<file path="src/rtl/lc3_branch_pkg.sv">
`default_nettype none
// ============================================================================
// Package : lc3_branch_pkg
// Purpose : Shared types and constants for the LC-3 branch resolver:
//           FSM state encoding, BR opcode, instruction field positions and
//           the 9-bit PC-offset sign extension helper.
// Revision: 1.0 - initial release
// ============================================================================
package lc3_branch_pkg;

   typedef enum logic [1:0] {
      IDLE = 2'd0,
      EVAL = 2'd1,
      RESP = 2'd2
   } state_t;

   localparam logic [3:0] OP_BR = 4'b0000;

   // Instruction field positions
   localparam int OP_MSB   = 15;
   localparam int OP_LSB   = 12;
   localparam int MASK_MSB = 11;
   localparam int MASK_LSB = 9;
   localparam int OFF_MSB  = 8;
   localparam int OFF_LSB  = 0;

   function automatic logic [15:0] sext9(input logic [8:0] off);
      return {{7{off[8]}}, off};
   endfunction

endpackage
`default_nettype wire

</file>
<file path="src/rtl/lc3_branch_resolver_sat_counter.sv">
`default_nettype none
// ============================================================================
// Module  : sat_counter
// Purpose : W-bit up counter that sticks at all-ones. Synchronous clear has
//           priority over increment.
// Ports   : clk_i  - clock, rising edge
//           rst_ni - asynchronous active-low reset (count -> 0)
//           clr_i  - synchronous clear
//           inc_i  - increment request
//           cnt_o  - current count
// Revision: 1.0 - initial release
// ============================================================================
module sat_counter #(
   parameter int W = 16
) (
   input  logic         clk_i,
   input  logic         rst_ni,
   input  logic         clr_i,
   input  logic         inc_i,
   output logic [W-1:0] cnt_o
);

   logic [W-1:0] cnt_q;
   logic [W-1:0] cnt_d;

   always_comb begin
      cnt_d = cnt_q;
      if (clr_i) begin
         cnt_d = '0;
      end else if (inc_i && (cnt_q != {W{1'b1}})) begin
         cnt_d = cnt_q + W'(1);
      end
   end

   always_ff @(posedge clk_i or negedge rst_ni) begin
      if (!rst_ni) begin
         cnt_q <= '0;
      end else begin
         cnt_q <= cnt_d;
      end
   end

   assign cnt_o = cnt_q;

endmodule
`default_nettype wire

</file>
<file path="src/rtl/lc3_branch_resolver.sv">
`default_nettype none
// ============================================================================
// Module  : lc3_branch_resolver
// Purpose : Snapshots a BR instruction, the condition codes and the
//           incremented PC on a start pulse, evaluates branch-enable and the
//           PC-relative target one cycle later, and offers the result on a
//           valid/ready handshake. Keeps saturating taken / not-taken
//           statistics counters that advance on each accepted result.
// Ports   : Clk          - clock, rising edge
//           Reset_n      - asynchronous active-low reset
//           start        - request (sampled only in IDLE)
//           ir[15:0]     - instruction word
//           nzp[2:0]     - condition codes {N,Z,P}
//           pc[15:0]     - incremented PC
//           busy         - state is not IDLE
//           result_valid - result fields valid, held until accepted
//           result_ready - consumer accepts result
//           ben          - branch enable
//           target[15:0] - pc + sext(PCoffset9)
//           illegal      - captured opcode was not BR
//           clr_stats    - synchronous clear of both counters
//           taken_cnt    - accepted results with ben=1 (saturating)
//           nottaken_cnt - accepted results with ben=0 (saturating)
// Revision: 1.0 - initial release
// ============================================================================
module lc3_branch_resolver
   import lc3_branch_pkg::*;
#(
   parameter int CNT_W = 16
) (
   input  logic             Clk,
   input  logic             Reset_n,
   input  logic             start,
   input  logic [15:0]      ir,
   input  logic [2:0]       nzp,
   input  logic [15:0]      pc,
   output logic             busy,
   output logic             result_valid,
   input  logic             result_ready,
   output logic             ben,
   output logic [15:0]      target,
   output logic             illegal,
   input  logic             clr_stats,
   output logic [CNT_W-1:0] taken_cnt,
   output logic [CNT_W-1:0] nottaken_cnt
);

   state_t      state_q, state_d;

   // Snapshot of the request
   logic [15:0] ir_q;
   logic [2:0]  nzp_q;
   logic [15:0] pc_q;

   // Registered result
   logic        ben_q;
   logic [15:0] target_q;
   logic        illegal_q;

   logic        load_snap;
   logic        load_res;
   logic        accept;

   logic        eval_illegal;
   logic        eval_ben;
   logic [15:0] eval_target;

   // ---------------------------------------------------------------------
   // Evaluation from snapshot only, so nzp/ir changes after start are moot
   // ---------------------------------------------------------------------
   assign eval_illegal = (ir_q[OP_MSB:OP_LSB] != OP_BR);
   assign eval_ben     = (|(ir_q[MASK_MSB:MASK_LSB] & nzp_q)) & ~eval_illegal;
   // Target is always produced, even for illegal or not-taken results
   assign eval_target  = pc_q + sext9(ir_q[OFF_MSB:OFF_LSB]);

   // ---------------------------------------------------------------------
   // FSM next-state / control
   // ---------------------------------------------------------------------
   always_comb begin
      state_d   = state_q;
      load_snap = 1'b0;
      load_res  = 1'b0;
      accept    = 1'b0;
      unique case (state_q)
         IDLE: begin
            if (start) begin
               load_snap = 1'b1;
               state_d   = EVAL;
            end
         end
         EVAL: begin
            load_res = 1'b1;
            state_d  = RESP;
         end
         RESP: begin
            if (result_ready) begin
               accept  = 1'b1;
               state_d = IDLE;
            end
         end
         default: begin
            state_d = IDLE;
         end
      endcase
   end

   always_ff @(posedge Clk or negedge Reset_n) begin
      if (!Reset_n) begin
         state_q <= IDLE;
      end else begin
         state_q <= state_d;
      end
   end

   always_ff @(posedge Clk or negedge Reset_n) begin
      if (!Reset_n) begin
         ir_q  <= '0;
         nzp_q <= '0;
         pc_q  <= '0;
      end else if (load_snap) begin
         ir_q  <= ir;
         nzp_q <= nzp;
         pc_q  <= pc;
      end
   end

   // Result fields persist after accept until the next EVAL
   always_ff @(posedge Clk or negedge Reset_n) begin
      if (!Reset_n) begin
         ben_q     <= 1'b0;
         target_q  <= '0;
         illegal_q <= 1'b0;
      end else if (load_res) begin
         ben_q     <= eval_ben;
         target_q  <= eval_target;
         illegal_q <= eval_illegal;
      end
   end

   // ---------------------------------------------------------------------
   // Statistics counters advance on the accept edge only
   // ---------------------------------------------------------------------
   sat_counter #(.W(CNT_W)) u_taken_cnt (
      .clk_i  (Clk),
      .rst_ni (Reset_n),
      .clr_i  (clr_stats),
      .inc_i  (accept & ben_q),
      .cnt_o  (taken_cnt)
   );

   sat_counter #(.W(CNT_W)) u_nottaken_cnt (
      .clk_i  (Clk),
      .rst_ni (Reset_n),
      .clr_i  (clr_stats),
      .inc_i  (accept & ~ben_q),
      .cnt_o  (nottaken_cnt)
   );

   // Status outputs are pure decodes of the state register
   assign busy         = (state_q != IDLE);
   assign result_valid = (state_q == RESP);
   assign ben          = ben_q;
   assign target       = target_q;
   assign illegal      = illegal_q;

endmodule
`default_nettype wire

</file>
<file path="config.mk">
export PLATFORM = sky130hd
export DESIGN_NAME = lc3_branch_resolver
export DESIGN_NICKNAME = d
export VERILOG_FILES = /design/src/rtl/lc3_branch_pkg.sv /design/src/rtl/lc3_branch_resolver_sat_counter.sv /design/src/rtl/lc3_branch_resolver.sv
export SDC_FILE = /design/constraint.sdc
export NUM_CORES = 1
export LEC_CHECK = 0
export CAP_MARGIN = 0
export CORE_MARGIN = 1.5
export CORE_UTILIZATION = 53
export CTS_BUF_LIST = sky130_fd_sc_hd__clkbuf_8
export DETAILED_ROUTE_END_ITERATION = 8
export PLACE_DENSITY = 0.89
export SLEW_MARGIN = 20
export SYNTH_ARGS = -nofsm -noshare
export SYNTH_HDL_FRONTEND = slang
export SYNTH_SLANG_ARGS = --single-unit
</file>
<file path="constraint.sdc">
create_clock -name Clk -period 2.4 [get_ports Clk]
set_input_delay 0.6 -clock Clk [delete_from_list [all_inputs] [get_ports Clk]]
set_output_delay 0.6 -clock Clk [all_outputs]
set_load 0.03 [all_outputs]
</file>
==> results.ini <==
[outcome]
status=finished clean

[clocking]
cts.clk_slew.worst_paths_ns=0.09
clockRootBuffer=clkbuf_8
clockBufferDepth=2
clock_sinks=87
cts_tree=built
cts_hold_buf=0
h-tree-depth=3
clock_latency_ns=0.35
cts_made_buffers=9
post_cts_buffers=0

[logic_synthesis]
synth_warnings=0
synthCells=425
synth_top_area_share_pct=47.83
synth_top_area_cell=dfrtp_1
netlist_top_cells_area=dfrtp_1 48%, mux2_2 8.9%, ha_1 4.7%
syn-num-nets=483
synth_most_common_cell=dfrtp_1
synthesis.area_mm2=0.004552
yosys-top-cells-count=87 x dfrtp_1, 36 x mux2_2, 36 x nand2_1, 30 x nor2_1, 27 x o21ai_0
avgSynthCellArea_um2=10.71
async_flop_share_pct=100.0
yosys.cell_types.count=58
synth-seq-area-share_pct=47.83
synth_edf_count=0
ys_ff_latch=87
ys.flop_type=dfrtp_1

[worst_hold_path]
min_path_type=input pin to asynchronous set/reset pin

[die]
io_pins=92
die_x_um=95.68
placementRows=33
start_util_pct=55.12
core-area_mm2=0.008258
die_area_mm2=0.009154
fp.dieH_um=95.68

[global_routing]
grt_pass1_wl_mm=17.47
antenna_found_initial=0
grtUsageTotal_pct=24.74
gr-total-overflow=0
grt_max_degree=49
grt_pass1_vias=3700

[final_layout]
final_core_util_pct=70.18
fillers=604
syn_to_final_growth_pct=27.32
nets=574
antennaDiodeCount=0
drive_gt1_share_pct=13.44

[routing]
wirelength_mm=10.63
antenna_left=0
viasPerCell=6.014
drtIter0Drc=154
avgRoutedWirePerCell_um=16.99
drc=0
route.vias.total=3765
firstDrtPassIters=5

[worst_setup_path]
arrival_ns=1.73
critPathKind=register to primary output
required_ns=1.80
startpoint_type=register
end_kind=primary output
cp_max_fo=7

[timing]
final-setup-viol-count=0
max_freq_mhz=428.9
period_share_pct=97.15
slew-limit-headroom_pct=58.45
worst_slack_ns=0.06832
rsz0062_at_grt=false
fin_crit_ns=2.332
slew_viol_final=0
clock_skew_ns=0.01200
hold_viol=0
tightest_slew_ns=0.6233

[pwr]
p_per_area_mw_per_mm2=1208
leakage_uw=0.002439
peakVddDrop_mv=0.7660
p_total_uw=7000

[flow_run]
drv_cap=0

[placed_design]
dp_slack_ns=-0.04881
place.gp.congestion=0.8422
port_buffers=91
dp_hpwl_mm=7.709

-- layer usage --
layer / wire, um / track usage (%)
met3: 646 / 5.183
met4: 236 / 10.42
met1: 4523 / 32.52
met5: 0 / 0
met2: 5226 / 39.61
-- through the flow --
step                hold WS, ns  instance area [um^2]  instances  setup TNS (ns)
finish                   0.2636                  5796        626               0
global route             0.3055                  5796        626               0
CTS                      0.2740                  5782        626               0
detailed placement       0.4794                  5554        610        -0.04881
global placement         0.4627                  5554        610               0
floorplan                0.3044                  4552        425               0
-- power by group --
part	internal, uW	total [uW]	switching, uW
sequential	1940	2270	331
clock	612	1140	523
combinational	1560	3600	2030
total	4110	7000	2890
-- flip-flops by register name (all words and copies together) (netlist names) --
register and count:
ir_q 16, pc_q 16, target 16, u_nottaken_cnt.cnt_o 16, u_taken_cnt.cnt_o 16, nzp_q 3
state_q 2, ben 1, illegal 1
-- worst paths after layout --
| kind | startpoint | to | slack [ns] | depth (start not counted) |
|---|---|---|---|---|
| setup / recovery | state_q[1] | busy | 0.07 | 2 |
| hold / removal | Reset_n | pc_q[2] | 0.26 | 1 |
| setup reg to reg | pc_q[0] | target[14] | 0.13 | 7 |
| hold reg to reg | target[2] | target[2] | 0.49 | 2 |
| max in group asynchronous | Reset_n | state_q[1] | 1.49 | 2 |
| min in group Clk | target[2] | target[2] | 0.49 | 2 |
-- cell type report --
cell class | instances | area [um^2] | area share, %
sequential | 87 | 2177 | 37.56
multi-input combinational | 315 | 2273 | 39.23
clock inverter | 6 | 85.08 | 1.468
inverter | 6 | 22.52 | 0.3886
clock buffer | 10 | 137.6 | 2.375
timing repair buffer | 97 | 968.4 | 16.71
tap | 105 | 131.4 | 2.267
-- cell families after synthesis --
family                   after synthesis  synth area share, %
AO/OA/AOI/OAI                         91                13.25
XOR/XNOR                              28                5.387
adder cells (fa/ha/maj)               18                5.113
buffers and inverters                 23                2.584
flip-flops                            87                47.83
multiplexers                          38                9.346
AND/OR/NAND/NOR                      140                16.49
-- worst max-delay path, cell delays in order, from the launching register on --
cell,delay (ns)
dfrtp_1,0.44
or2_2,0.35
clkdlybuf4s50_1,0.60
-- cell usage in the layout, fill, tap and decap left out, types with 2 or more instances in the layout --
cell type        synthesis  final
a211oi_1                 6      5
a21o_1                   4      4
a21oi_1                 21     20
a31oi_1                  3      3
and2_1                   5      5
and3_1                   6      6
and4_1                   6      6
buf_4                    3      6
bufinv_16                0      2
clkbuf_8                 0     10
clkdlybuf4s50_1          0     89
dfrtp_1                 87     87
ha_1                    17     17
inv_1                    6      7
mux2_2                  36     36
mux2i_1                  2      2
nand2_1                 36     36
nand2b_1                 3      3
nand3_1                 13     13
nand4_1                 12     12
nor2_1                  30     30
nor3_1                   6      6
nor4_1                   2      2
o2111ai_1                3      3
o211ai_1                10     10
o21a_1                   2      2
o21ai_0                 27     27
o21bai_1                 2      2
o31a_1                   2      2
or3_1                    7      7
or4_1                    2      2
xnor2_1                 12     12
xor2_1                  16     16
-- timing repair --
item / in CTS / in global routing
setup endpoints to repair: 1 / 5
resized for setup: 1 / 3
pin swaps: 0 / 2
No activity file was read; power rests on OpenSTA's default activity.
